<file path="src/rtl/if_pkg.sv">
// -----------------------------------------------------------------------------
// if_pkg
//   Shared constants and types for the instruction-fetch stage.
//   - PC_W_DEF / INSTR_W_DEF : default PC and instruction widths
//   - OP_HALT                : primary opcode that stops fetch (when the
//                              IF_HALT_EN build option is enabled)
//   - PC_STEP                : byte distance between sequential instructions
//   - if_state_e             : fetch state machine encoding (RUN / HALTED)
// -----------------------------------------------------------------------------
package if_pkg;

  localparam int PC_W_DEF    = 8;
  localparam int INSTR_W_DEF = 32;
  localparam int OPCODE_W    = 6;
  localparam int CNT_W       = 16;
  localparam int PC_STEP     = 4;

  localparam logic [OPCODE_W-1:0] OP_HALT = 6'h3F;

  typedef enum logic {
    ST_RUN    = 1'b0,
    ST_HALTED = 1'b1
  } if_state_e;

  // True when the primary opcode field selects the HALT instruction.
  function automatic logic is_halt_op(input logic [OPCODE_W-1:0] opcode);
    return opcode == OP_HALT;
  endfunction

endpackage

</file>
<file path="src/rtl/if_stage_if_id_reg.sv">
// -----------------------------------------------------------------------------
// if_id_reg
//   IF/ID pipeline register with load, hold and squash controls.
//   Ports:
//     clk, reset            : clock and synchronous active-high reset
//     load                  : capture instr_in / pc_plus4_in, mark valid
//     squash                : turn the register into a bubble (valid=0,
//                             instruction=0); wins over load
//     instr_in, pc_plus4_in : payload from the fetch stage
//     instr, pc_plus4, valid: registered payload and valid bit
//   With neither load nor squash the register holds its contents.
// -----------------------------------------------------------------------------
module if_id_reg
  import if_pkg::*;
#(
  parameter int PC_W    = PC_W_DEF,
  parameter int INSTR_W = INSTR_W_DEF
) (
  input  logic               clk,
  input  logic               reset,
  input  logic               load,
  input  logic               squash,
  input  logic [INSTR_W-1:0] instr_in,
  input  logic [PC_W-1:0]    pc_plus4_in,
  output logic [INSTR_W-1:0] instr,
  output logic [PC_W-1:0]    pc_plus4,
  output logic               valid
);

  logic [INSTR_W-1:0] instr_q, instr_d;
  logic [PC_W-1:0]    pc_plus4_q, pc_plus4_d;
  logic               valid_q, valid_d;

  always_comb begin
    instr_d    = instr_q;
    pc_plus4_d = pc_plus4_q;
    valid_d    = valid_q;
    if (squash) begin
      // PC+4 of a bubble is meaningless downstream, so it is left as-is.
      instr_d = '0;
      valid_d = 1'b0;
    end else if (load) begin
      instr_d    = instr_in;
      pc_plus4_d = pc_plus4_in;
      valid_d    = 1'b1;
    end
  end

  always_ff @(posedge clk) begin
    if (reset) begin
      instr_q    <= '0;
      pc_plus4_q <= '0;
      valid_q    <= 1'b0;
    end else begin
      instr_q    <= instr_d;
      pc_plus4_q <= pc_plus4_d;
      valid_q    <= valid_d;
    end
  end

  assign instr    = instr_q;
  assign pc_plus4 = pc_plus4_q;
  assign valid    = valid_q;

endmodule

</file>
<file path="src/rtl/if_stage.sv">
// -----------------------------------------------------------------------------
// if_stage
//   Instruction-fetch stage: owns the PC, addresses the combinational
//   instruction memory and registers the returned word into IF/ID.
//
//   Build option: IF_HALT_EN
//     defined   -> opcode OP_HALT stops fetch (RUN -> HALTED) until a
//                  Redirect or Reset; Halted reflects the state register.
//     undefined -> OP_HALT is an ordinary instruction, no state register,
//                  Halted is tied to 0.
//
//   Ports:
//     Clk, Reset        : clock, synchronous active-high reset
//     Stall             : hold PC, IF/ID and FetchCount
//     Redirect          : load PC from RedirectAddr (word aligned), squash IF/ID
//     RedirectAddr      : redirect target; bits [1:0] ignored
//     InstructionIn     : word read from IM at Address
//     Address           : current PC (registered, no input-to-output path)
//     IF_ID_Instruction : registered instruction
//     IF_ID_PCPlus4     : registered PC+4 of that instruction
//     IF_ID_Valid       : IF/ID holds a real instruction (0 = bubble)
//     Halted            : fetch stopped on a HALT opcode (state == HALTED)
//     FetchCount        : saturating count of instructions delivered
//
//   Handshake to decode: IF_ID_Valid is the valid bit and ~Stall acts as the
//   ready bit. A word transfers on an edge where Valid=1 and Stall=0; while
//   Stall=1 the IF/ID payload and Valid are held unchanged, so nothing is
//   dropped or duplicated. Redirect overrides Stall and replaces IF/ID with a
//   bubble.
//
//   Edge priority: Reset > Redirect > HALTED hold > Stall > normal fetch.
// -----------------------------------------------------------------------------
module if_stage
  import if_pkg::*;
#(
  parameter int             PC_W     = PC_W_DEF,
  parameter int             INSTR_W  = INSTR_W_DEF,
  parameter logic [PC_W-1:0] RESET_PC = '0
) (
  input  logic               Clk,
  input  logic               Reset,
  input  logic               Stall,
  input  logic               Redirect,
  input  logic [PC_W-1:0]    RedirectAddr,
  input  logic [INSTR_W-1:0] InstructionIn,
  output logic [PC_W-1:0]    Address,
  output logic [INSTR_W-1:0] IF_ID_Instruction,
  output logic [PC_W-1:0]    IF_ID_PCPlus4,
  output logic               IF_ID_Valid,
  output logic               Halted,
  output logic [CNT_W-1:0]   FetchCount
);

  // Reset value and redirect targets are forced onto a word boundary.
  localparam logic [PC_W-1:0] RESET_PC_ALIGNED = {RESET_PC[PC_W-1:2], 2'b00};

  logic [PC_W-1:0]  pc_q, pc_d;
  logic [CNT_W-1:0] fetch_count_q, fetch_count_d;
  logic [PC_W-1:0]  pc_plus4;
  logic [PC_W-1:0]  redirect_pc;
  logic             ifid_load;
  logic             ifid_squash;
  logic             enter_halt;
  logic             halt_op;
  logic             in_halted;

  // Target low bits are architecturally zero; they are intentionally dropped.
  logic             unused_redirect_lsbs;
  assign unused_redirect_lsbs = ^RedirectAddr[1:0];

  // Wraps modulo 2^PC_W by construction of the PC_W-bit sum.
  assign pc_plus4    = pc_q + PC_W'(PC_STEP);
  assign redirect_pc = {RedirectAddr[PC_W-1:2], 2'b00};

  // ---------------------------------------------------------------------------
  // Optional HALT state machine
  // ---------------------------------------------------------------------------
`ifdef IF_HALT_EN
  if_state_e state_q, state_d;

  // Opcode field is the top OPCODE_W bits of the instruction word.
  assign halt_op   = is_halt_op(InstructionIn[INSTR_W-1 -: OPCODE_W]);
  assign in_halted = (state_q == ST_HALTED);

  always_comb begin
    state_d = state_q;
    if (Redirect) begin
      // An older branch resolving downstream overrides the speculative halt.
      state_d = ST_RUN;
    end else if (enter_halt) begin
      state_d = ST_HALTED;
    end
  end

  always_ff @(posedge Clk) begin
    if (Reset) begin
      state_q <= ST_RUN;
    end else begin
      state_q <= state_d;
    end
  end

  // Halted comes straight off the state flop, so it is a registered output.
  assign Halted = in_halted;
`else
  assign halt_op   = 1'b0;
  assign in_halted = 1'b0;
  assign Halted    = 1'b0;
`endif

  // ---------------------------------------------------------------------------
  // PC / counter next-state and IF/ID controls
  // ---------------------------------------------------------------------------
  always_comb begin
    pc_d          = pc_q;
    fetch_count_d = fetch_count_q;
    ifid_load     = 1'b0;
    ifid_squash   = 1'b0;
    enter_halt    = 1'b0;

    if (Redirect) begin
      // The word currently fetched is wrong-path: replace it with a bubble.
      pc_d        = redirect_pc;
      ifid_squash = 1'b1;
    end else if (in_halted) begin
      // Frozen until a redirect; IF/ID already holds a bubble.
      pc_d = pc_q;
    end else if (Stall) begin
      pc_d = pc_q;
    end else if (halt_op) begin
      // HALT is not delivered: PC stays on it and IF/ID becomes a bubble.
      enter_halt  = 1'b1;
      ifid_squash = 1'b1;
    end else begin
      pc_d      = pc_plus4;
      ifid_load = 1'b1;
      if (fetch_count_q != '1) begin
        fetch_count_d = fetch_count_q + CNT_W'(1);
      end
    end
  end

  always_ff @(posedge Clk) begin
    if (Reset) begin
      pc_q          <= RESET_PC_ALIGNED;
      fetch_count_q <= '0;
    end else begin
      pc_q          <= pc_d;
      fetch_count_q <= fetch_count_d;
    end
  end

  assign Address    = pc_q;
  assign FetchCount = fetch_count_q;

  // ---------------------------------------------------------------------------
  // IF/ID pipeline register
  // ---------------------------------------------------------------------------
  if_id_reg #(
    .PC_W    (PC_W),
    .INSTR_W (INSTR_W)
  ) u_if_id_reg (
    .clk         (Clk),
    .reset       (Reset),
    .load        (ifid_load),
    .squash      (ifid_squash),
    .instr_in    (InstructionIn),
    .pc_plus4_in (pc_plus4),
    .instr       (IF_ID_Instruction),
    .pc_plus4    (IF_ID_PCPlus4),
    .valid       (IF_ID_Valid)
  );

endmodule

</file>
<file path="config.mk">
export PLATFORM = sky130hd
export DESIGN_NAME = if_stage
export DESIGN_NICKNAME = d
export VERILOG_FILES = /design/src/rtl/if_pkg.sv /design/src/rtl/if_stage_if_id_reg.sv /design/src/rtl/if_stage.sv
export SDC_FILE = /design/constraint.sdc
export NUM_CORES = 1
export LEC_CHECK = 0
export CORE_MARGIN = 4
export CORE_UTILIZATION = 36
export CTS_BUF_LIST = sky130_fd_sc_hd__clkbuf_8
export CTS_CLUSTER_SIZE = 40
export DETAILED_ROUTE_END_ITERATION = 6
export PLACE_DENSITY_LB_ADDON = 0.25
export SYNTH_ARGS = -nofsm -noshare
export SYNTH_HDL_FRONTEND = slang
export SYNTH_HIERARCHICAL = 1
export SYNTH_SLANG_ARGS = --single-unit
</file>
<file path="constraint.sdc">
create_clock -name Clk -period 3.58 [get_ports Clk]
set_clock_uncertainty 0.2 [all_clocks]
set_input_delay 0.716 -clock Clk [delete_from_list [all_inputs] [get_ports Clk]]
set_output_delay 0.716 -clock Clk [all_outputs]
set_load 0.01 [all_outputs]
</file>
==> results of run 1 <==
==> cells in the final DEF, fill, tap and decap left out, types with 2 or more instances in the layout <==
cell type          n
a211oi_1           3
a21oi_1           13
buf_4              6
bufinv_16          2
clkbuf_8          12
clkdlybuf4s50_1  104
conb_1             5
dfxtp_1           63
ha_1               2
inv_1              6
mux2i_1           37
nand2_1            5
nand2b_1           9
nand3_1            8
nand4_1            5
nand4bb_1          3
nor2_1            46
nor2_2             2
nor3_1             5
o21a_1             2
o21ai_0           14
o31a_1             2
o31ai_1            4
or3_1              5
or4_1              4
or4bb_1            5
xnor2_1            3
xor2_1             5
==> power breakdown <==
group / total [W] / internal, W / switching [W]
clock network: 0.000708 / 0.000444 / 0.000264
logic: 0.000176 / 0.000106 / 0.0000701
registers: 0.000732 / 0.000718 / 0.0000138
total: 0.00162 / 0.00127 / 0.000348
==> flip-flops by register name, indices dropped and copies added, names as in the netlist <==
register,flops
u_if_id_reg/instr,32
FetchCount,16
u_if_id_reg/pc_plus4,8
Address,6
u_if_id_reg/valid,1
==> cell families after synthesis <==
kind of cell / Yosys count / share of synthesized area
and+or+nand+nor: 104 / 0.205
DFF: 63 / 0.461
AOI/OAI and AO/OA: 43 / 0.0956
muxes: 38 / 0.139
buffers and inverters: 25 / 0.0631
xor gates and xnor gates: 8 / 0.0256
adders and majority gates: 2 / 0.00914
other: 1 / 0.00137
==> per-layer routing <==
layer	track usage	part of all wire	up-vias
met1	0.177	0.47	1057
li1	-	-	1205
met5	0	0	-
met2	0.205	0.42	83
met3	0.0442	0.090	10
met4	0.0649	0.018	0
==> final timing paths <==
| check | to | depth (start not counted) | slack [ns] | start |
|---|---|---|---|---|
| worst min-delay path | u_if_id_reg/valid$_SDFFE_PP0P_ | 2 | 0.27 | u_if_id_reg/valid$_SDFFE_PP0P_ |
| worst max register to register | FetchCount[13]$_SDFFE_PP0P_ | 4 | 1.31 | FetchCount[9]$_SDFFE_PP0P_ |
| worst max-delay path | FetchCount[13]$_SDFFE_PP0P_ | 5 | 0.91 | Stall |
| worst min register to register | u_if_id_reg/valid$_SDFFE_PP0P_ | 2 | 0.27 | u_if_id_reg/valid$_SDFFE_PP0P_ |
==> layout make-up <==
type	instances	area (sq um)	area share
well taps	99	124	0.0305
multi-input cells	200	1320	0.324
clock buffers	12	165	0.0406
flip-flops and latches	63	1260	0.310
inverters	7	26.3	0.00646
repair buffers	111	1110	0.272
clock inverters	3	65.1	0.0160
==> through the flow <==
step                      utilization  instances  area [sq um]  power, W  worst slack [ns]
after floorplan                     -        288          2750  0.000836              1.02
after global placement          0.523        480          3830  0.000924             0.598
after detailed placement        0.523        480          3830  0.000925             0.562
after CTS                       0.555        495          4070   0.00164             0.915
after global routing            0.555        495          4070   0.00169             0.855
final                           0.555        495          4070   0.00162             0.907
==> critical path, stage by stage <==
cell and delay (ns):
clkdlybuf4s50_1 0.45, or3b_1 0.40, or4_4 0.53, or4_1 0.48
a21oi_1 0.15
==> summary.txt, run 1 <==
Outcome
  • Outcome: complete, no violations

Floorplan
  • DIE AREA: approximately 9000 sq um
  • Initial Util: 0.373
  • Core area: approximately 7300 sq um
  • Die span in y: approximately 95 microns
  • Chip width: ~95 microns
  • Row count: 31
  • # IOs: 110

Clocking
  • # hold bufs at CTS: 0
  • CTS max path bufs: 2
  • Clk_lat worst skew: between 0.3 and 0.4 ns
  • CTS tree: yes
  • H-tree levels: 3
  • CTS root buffer: clkbuf_8
  • Post-CTS resize count: 0
  • Clock Pin Slew Worst Setup and Hold Paths: approximately 0.060 ns
  • Post-CTS setup buffers: 0
  • CTS buffer count: 9
  • Sink Count: 63

Route
  • # DRC: 0
  • Antenna Nets Post-Route: 0
  • Via count: 2355
  • Drt total wl: approximately 6400 microns
  • Via/cell ratio: around 4.8
  • 1st-iter DRT viols: 39
  • Wire per inst: between 10 and 15 microns
  • Total iterations of the first detailed-routing run: 4

Power and ir drop
  • Cell leakage power: about 1.5 nW
  • Worst VDD drop: 0.174 mV
  • Power per cell area: about 400 nW/um^2

Place
  • # port buffers: approximately 100
  • Routability cong.: 0.737
  • Post-DP HPWL: between 4000 and 5000 microns

Synthesis
  • Synth area leader: dfxtp_1
  • Syn avg cell area: roughly 9.6 sq um
  • Synth cell count leaders: dfxtp_1 (63), nor2_1 (46), mux2i_1 (37)
  • Synth warn: 6
  • Register area share after synthesis: 0.461
  • Post-synth EDFFs: 0
  • Most frequent cell after synthesis: dfxtp_1
  • Cell count after synthesis: approximately 280
  • Area contributors post-synth: dfxtp_1 (46%), mux2i_1 (14%), nor2_1 (6.3%)
  • Mapped cell area: roughly 2700 sq um
  • Netlist cell types: 40
  • Share of the synthesized area in the top cell type: 0.461
  • Ys async rst share: 0
  • FF+latch count, synth: between 60 and 70
  • Ys flop type: dfxtp_1

Global route
  • Tot GR Track Use: 0.137
  • Overflow after GRT: 0
  • First-pass GRT wire length: between 9000 and 10000 microns
  • Initial antenna violation count: 0
  • Vias in the first global route: a little over 2000
  • Largest net degree at the start of global routing: 38

STA
  • Fmax achieved: 374 MHz
  • Max Slew Vio Count: 0
  • Worst Max-Slew Pin Slew: between 0.6 and 0.7 ns
  • Final critical-path required period: between 2 and 3 ns
  • Fin. Hold Viols: 0
  • Min Hold Slack: ~0.27 ns
  • Unrepaired setup endpoints after global routing: false
  • # setup viols final: 0
  • Tcrit/Tclk final: 0.747
  • Setup TNS: 0 ns
  • Rel. slew slack: 0.557

Critical path
  • Crit path kind: input pin to flop
  • Worst setup SP type: input pin
  • Worst Path Required: ~3.6 ns
  • Critical Path Sink Type: flop
  • Arr. time, crit path: ~2.7 ns
  • Critical Path Fanout Max: 4

Cells and area
  • Ant. Diodes: 0
  • Fraction of layout cells with a size suffix above 1: 0.0732
  • Fill cells: 670
  • Fin nets: roughly 440
  • Syn-to-layout area delta: 48.6%

Flow run
  • Max-Cap Viols: 0

Min path
  • Hold Path Class: flop to flop
Note: power is estimated with default switching activity, not from simulation.
==> inputs of run 2 (changes only) <==
- clock period: 3.58 -> 2.18 ns (I/O delays scaled with it)
==> summary.txt, run 2 (synthesis results as in run 1) <==
Clocking
  • Clk_lat worst skew: 0.33 ns (about the same)
  • CTS buffer count: 9 (unchanged)
  • H-tree levels: 3 (unchanged)
  • # hold bufs at CTS: 0 (unchanged)
  • CTS root buffer: clkbuf_8 (unchanged)
  • Sink Count: 63 (unchanged)
  • CTS max path bufs: 2 (unchanged)
  • Clock Pin Slew Worst Setup and Hold Paths: 0.07 ns (was 0.06 ns)
  • Post-CTS setup buffers: 0 (unchanged)
  • CTS tree: yes (unchanged)

Floorplan
  • DIE AREA: 9060 sq um (unchanged)
  • Chip width: 95.2 microns (unchanged)
  • Initial Util: 0.373 (unchanged)
  • Die span in y: 95.2 microns (unchanged)
  • Row count: 31 (unchanged)
  • Core area: 7330 sq um (unchanged)
  • # IOs: 110 (unchanged)

STA
  • Max Slew Vio Count: 0 (unchanged)
  • Setup ws final: 0.0676 ns (was 0.907 ns)
  • Fin. Hold Viols: 0 (unchanged)
  • Tcrit/Tclk final: 0.969
  • Setup TNS: 0 ns (unchanged)
  • # setup viols final: 0 (unchanged)
  • Unrepaired setup endpoints after global routing: false (unchanged)
  • Fmax achieved: 473 MHz
  • Final critical-path required period: approximately 2.1 ns

Critical path
  • Critical Path Sink Type: flop (unchanged)
  • Worst setup SP type: input pin (unchanged)
  • R2R setup slack: 0.13 ns (was 1.31 ns)
  • Critical Path Fanout Max: 4 (unchanged)
  • Worst Path Required: 2.24 ns (was 3.64 ns)
  • Crit path kind: input pin to flop (unchanged)
  • Arr. time, crit path: 2.17 ns (was 2.73 ns)

Route
  • Met1 WL: 3010 microns (was 3030 microns)
  • Wire per inst: 13.4 microns (was 13.0 microns)
  • Antenna Nets Post-Route: 0 (unchanged)
  • Drt total wl: 6800 microns (was 6430 microns)
  • Met2 Wirelength: 3080 microns (was 2710 microns)
  • Via count: 2433 (was 2355)
  • Top Layer Used: met4 (unchanged)
  • 1st-iter DRT viols: 30 (was 39)
  • # DRC: 0 (unchanged)
  • Total iterations of the first detailed-routing run: 4 (unchanged)
  • Met3 wire len: 600 microns (was 577 microns)
  • Via/cell ratio: 4.78 (was 4.76)

Place
  • # port buffers: 104 (unchanged)
  • Post-DP HPWL: 4890 microns (was 4490 microns)
  • Pre-CTS WS: -0.462 ns (was 0.562 ns)
  • Routability cong.: 0.813 (was 0.737)
  • Post-DP Area: 3960 sq um (was 3830 sq um)

Global route
  • Overflow after GRT: 0 (unchanged)
  • Vias in the first global route: 2387 (was 2055)
  • Initial antenna violation count: 0 (unchanged)
  • First-pass GRT wire length: 11000 microns (was 9730 microns)
  • Tot GR Track Use: 0.153 (was 0.137)
  • Largest net degree at the start of global routing: 41 (was 38)

Cells and area
  • Commonest non-fill, non-tap cells in the layout: clkdlybuf4s50_1 (102), dfxtp_1 (62), nor2_1 (46) (was clkdlybuf4s50_1 (104), dfxtp_1 (63), nor2_1 (46))
  • Syn-to-layout area delta: 51.1% (was 48.6%)
  • Most common cell after layout, fill and taps aside: clkdlybuf4s50_1 (unchanged)
  • Fraction of layout cells with a size suffix above 1: 0.115 (was 0.0732)
  • Reg area: 1260 sq um (about the same)
  • Footprint of the multi-input gates: 1330 sq um (was 1320 sq um)
  • Fin nets: 451 (was 438)
  • Fin area: 4140 sq um (was 4070 sq um)
  • Fill cells: 657 (was 670)
  • Number of flip-flops in the largest register: 32 (unchanged)
  • Ant. Diodes: 0 (unchanged)

Power and ir drop
  • Cell leakage power: 1.51 nW (was 1.46 nW)
  • Power per cell area: 571 nW/um^2 (was 398 nW/um^2)
  • Worst VDD drop: 0.263 mV (was 0.174 mV)

Outcome
  • Outcome: complete, no violations (unchanged)

Min path
  • Hold Path Class: flop to flop (unchanged)

Flow run
  • Max-Cap Viols: 0 (unchanged)
[run 2: cell count changes in the layout (fill, tap and decap cells not counted), sizes merged]
cell | previous run | this run
buf | 7 | 20
bufinv | 2 | 0
clkbuf | 12 | 9
clkdlybuf4s50 | 104 | 102
clkinv | 1 | 5
clkinvlp | 0 | 2
dlygate4sd2 | 0 | 2
[run 2: metal layers]
metal  GRT usage  vias to the layer above
met5           0                        -
met4      0.0685                        0
met3      0.0395                       10
met2       0.254                       81
met1       0.186                     1112
li1            -                     1230
[run 2: cell type report]
cell class,count,share of cell area
Clock inverter,7,0.00968
Timing Repair Buffer,124,0.297
Inverter,7,0.00635
Sequential cell,63,0.305
Tap cell,99,0.0300
Multi-Input combinational cell,200,0.322
Clock buffer,9,0.0300
[run 2: final timing paths]
kind / endpoint / startpoint / depth (start not counted)
min: u_if_id_reg/valid$_SDFFE_PP0P_ / u_if_id_reg/valid$_SDFFE_PP0P_ / 2
max reg2reg: FetchCount[13]$_SDFFE_PP0P_ / FetchCount[9]$_SDFFE_PP0P_ / 4
min reg2reg: u_if_id_reg/valid$_SDFFE_PP0P_ / u_if_id_reg/valid$_SDFFE_PP0P_ / 2
max: FetchCount[13]$_SDFFE_PP0P_ / Stall / 5
[run 2: worst max-delay path, stage by stage]
cell and delay [ns]:
dlygate4sd2_1 0.27, or3b_4 0.40, or4_4 0.46, or4_1 0.48, a21oi_1 0.13
[run 2: metrics by stage]
step           cells  power, W  utilization  hold slack [ns]
2_1_floorplan    288   0.00137            -            0.289
3_3_place_gp     493   0.00153        0.540            0.246
3_5_place_dp     493   0.00153        0.540            0.257
4_1_cts          509   0.00240        0.562            0.274
5_1_grt          509   0.00248        0.564            0.302
6_report         509   0.00236        0.564            0.266
[run 2: timing repair]
| item | 4_1_cts | 5_1_grt |
|---|---|---|
| resized for setup | 2 | 4 |
| endpoints found under the setup margin | 2 | 5 |
| pin swaps | 1 | 0 |
[run 2: power breakdown]
group | leakage (nW) | internal (W) | switching, W
clock network | 0.0846 | 0.000401 | 0.000454
logic | 0.909 | 0.000184 | 0.000120
registers | 0.512 | 0.00118 | 0.0000224
==> inputs of run 3 (changes only) <==
- ABC_AREA: not set -> 1
==> summary.txt, run 3 <==
Cells and area
  • Ant. Diodes: 0 (unchanged)
  • Fin nets: 556 (was 451)
  • Fraction of layout cells with a size suffix above 1: 0.156 (was 0.115)
  • Number of flip-flops in the largest register: 32 (unchanged)
  • Syn-to-layout area delta: 46.1% (was 51.1%)
  • Most common cell after layout, fill and taps aside: nand2_1 (was clkdlybuf4s50_1)
  • Commonest non-fill, non-tap cells in the layout: nand2_1 (141), clkdlybuf4s50_1 (104), dfxtp_1 (63) (was clkdlybuf4s50_1 (102), dfxtp_1 (62), nor2_1 (46))
  • Util after Layout: 0.536 (was 0.564)
  • Fill cells: 765 (was 657)
  • Fin area: 4380 sq um (was 4140 sq um)

Synthesis
  • Ys flop type: dfxtp_1 (unchanged)
  • Mux cell area share after synthesis: 0 (was 0.139)
  • Cell count after synthesis: 398 (was 284)
  • Syn avg cell area: 7.53 sq um (was 9.64 sq um)
  • Register area share after synthesis: 0.421 (was 0.461)
  • Synth warn: 6 (unchanged)
  • Synth cell count leaders: nand2_1 (141), dfxtp_1 (63), nor2_1 (41) (was dfxtp_1 (63), nor2_1 (46), mux2i_1 (37))
  • Post-Synth XOR/XNOR Area: 0.0292 (was 0.0256)
  • Synth area leader: dfxtp_1 (unchanged)
  • Adder-Cell Fraction of Synth Area: 0.00835 (was 0.00914)
  • Simple logic cell fraction of the synthesized area: 0.308 (was 0.205)
  • FF+latch count, synth: 63 (unchanged)
  • Netlist cell types: 27 (was 40)
  • Most frequent cell after synthesis: nand2_1 (was dfxtp_1)
  • Post-synth EDFFs: 0 (unchanged)
  • Share of the synthesized area in the top cell type: 0.421 (was 0.461)
  • Ys async rst share: 0 (unchanged)
  • Compound-Gate Fraction of Synth Area: 0.140 (was 0.0956)
  • Largest family of logic cells by synthesized area: simple AND/OR/NAND/NOR gates (unchanged)
  • Mapped cell area: 3000 sq um (was 2740 sq um)
  • Area contributors post-synth: dfxtp_1 (42%), nand2_1 (18%), a21oi_2 (11%) (was dfxtp_1 (46%), mux2i_1 (14%), nor2_1 (6.3%))

Floorplan
  • DIE AREA: 9850 sq um (was 9060 sq um)
  • Core area: 8180 sq um (was 7330 sq um)
  • # IOs: 110 (unchanged)
  • Die span in y: 99.3 microns (was 95.2 microns)
  • Chip width: 99.3 microns (was 95.2 microns)
  • Initial Util: 0.367 (was 0.373)
  • Row count: 33 (was 31)

Critical path
  • WP buf/inv: 1 (unchanged)
  • Critical Path Sink Type: output port (was flop)
  • Critical Path Fanout Max: 6 (was 4)
  • Worst path slowest cell: clkdlybuf4s50_1 (was or4_1)
  • Top delay family on crit path: buffers and inverters (was simple AND/OR/NAND/NOR gates)
  • Worst path max stage delay: 0.60 ns (was 0.48 ns)
  • Worst setup SP type: flop (was input pin)
  • Crit path cell chain: clkdlybuf4s50_1 (was dlygate4sd2_1 -> or3b_4 -> or4_4 -> or4_1 -> a21oi_1)
  • Crit path kind: flop to output port (was input pin to flop)
  • Worst Path Required: 1.54 ns (was 2.24 ns)
  • Arr. time, crit path: 1.40 ns (was 2.17 ns)

STA
  • Final critical-path required period: 2.03 ns (was 2.11 ns)
  • Max Slew Vio Count: 0 (unchanged)
  • Unrepaired setup endpoints after global routing: false (unchanged)
  • Worst Max-Slew Pin Slew: a little over 0.5 ns
  • Setup TNS: 0 ns (unchanged)
  • Fin. Hold Viols: 0 (unchanged)
  • # setup viols final: 0 (unchanged)
  • Setup ws final: 0.145 ns (was 0.0676 ns)
  • Rel. slew slack: 0.661
  • Fmax achieved: 491 MHz (was 473 MHz)
  • Tcrit/Tclk final: 0.933 (was 0.969)

Power and ir drop
  • Cell leakage power: 1.60 nW (was 1.51 nW)
  • Power per cell area: 618 nW/um^2 (was 571 nW/um^2)
  • Worst VDD drop: 0.311 mV (was 0.263 mV)

Route
  • 1st-iter DRT viols: 55 (was 30)
  • Wire per inst: 12.5 microns (was 13.4 microns)
  • # DRC: 0 (unchanged)
  • Total iterations of the first detailed-routing run: 4 (unchanged)
  • Via count: 2861 (was 2433)
  • Via/cell ratio: 4.62 (was 4.78)
  • Drt total wl: 7720 microns (was 6800 microns)
  • Antenna Nets Post-Route: 0 (unchanged)

Clocking
  • Post-CTS resize count: 0 (was 2)
  • CTS tree: yes (unchanged)
  • CTS max path bufs: 2 (unchanged)
  • CTS root buffer: clkbuf_8 (unchanged)
  • # hold bufs at CTS: 0 (unchanged)
  • Clk_lat worst skew: 0.33 ns (about the same)
  • Clock Pin Slew Worst Setup and Hold Paths: 0.07 ns (about the same)
  • Post-CTS setup buffers: 0 (unchanged)
  • Sink Count: 63 (unchanged)
  • CTS buffer count: 9 (unchanged)
  • H-tree levels: 3 (unchanged)

Place
  • Routability cong.: 0.831 (was 0.813)
  • # port buffers: 104 (unchanged)
  • Post-DP Area: 4150 sq um (was 3960 sq um)
  • Post-DP HPWL: 5600 microns (was 4890 microns)
  • Pre-CTS WS: 0.105 ns (was -0.462 ns)

Global route
  • Initial antenna violation count: 0 (unchanged)
  • Tot GR Track Use: 0.158 (was 0.153)
  • First-pass GRT wire length: 12700 microns (was 11000 microns)
  • Vias in the first global route: 2663 (was 2387)
  • Overflow after GRT: 0 (unchanged)
  • Largest net degree at the start of global routing: 34 (was 41)

Flow run
  • Max-Cap Viols: 0 (unchanged)

Outcome
  • Outcome: complete, no violations (unchanged)

Min path
  • Hold Path Class: flop to flop (unchanged)
run 3: cell families (layout without fill, tap and decap cells):
group / count (synthesis) / after routing
AND/OR/NAND/NOR: 220 / 220
adder cells (fa/ha/maj): 2 / 2
AO/OA/AOI/OAI: 53 / 53
other: 1 / 5
buffers and inverters: 49 / 161
XOR/XNOR: 10 / 10
flip-flops: 63 / 63
run 3: stage by stage:
step / hold WS, ns / total power (W) / std cells
final: 0.264 / 0.00271 / 619
after global routing: 0.279 / 0.00283 / 619
after CTS: 0.263 / 0.00276 / 619
after detailed placement: 0.253 / 0.00157 / 604
after global placement: 0.248 / 0.00157 / 604
after floorplan: 0.282 / 0.00140 / 402
run 3: final timing paths:
kind | cells past startpoint | start | slack [ns] | to
worst max-delay path | 1 | FetchCount[10]$_SDFFE_PP0P_ | 0.15 | FetchCount[10]
worst min-delay path | 2 | u_if_id_reg/instr[30]$_SDFFE_PP0P_ | 0.26 | u_if_id_reg/instr[30]$_SDFFE_PP0P_
worst max register to register | 7 | FetchCount[1]$_SDFFE_PP0P_ | 0.31 | FetchCount[3]$_SDFFE_PP0P_
worst min register to register | 2 | u_if_id_reg/instr[30]$_SDFFE_PP0P_ | 0.26 | u_if_id_reg/instr[30]$_SDFFE_PP0P_
run 3: report_power, final:
part           leakage, nW  switching (W)  internal [W]
logic                0.971       0.000163      0.000176
clock network        0.118       0.000432      0.000730
registers            0.512      0.0000233       0.00118
run 3: layout make-up:
type                    instances  area [sq um]  share of cell area
multi-input cells             290          1470               0.336
flip-flops and latches         63          1260               0.288
repair buffers                115          1160               0.265
clock buffers                  12           165              0.0377
well taps                     105           131              0.0300
inverters                      31           124              0.0283
clock inverters                 3          65.1              0.0149
run 3: metal layers:
metal,global-route usage,wire (microns),vias up,share of wire
li1,-,-,1468,-
met1,0.208,3480,1286,0.45
met2,0.253,3570,95,0.46
met3,0.0330,531,12,0.069
met4,0.0651,138,0,0.018
met5,0,0,-,0
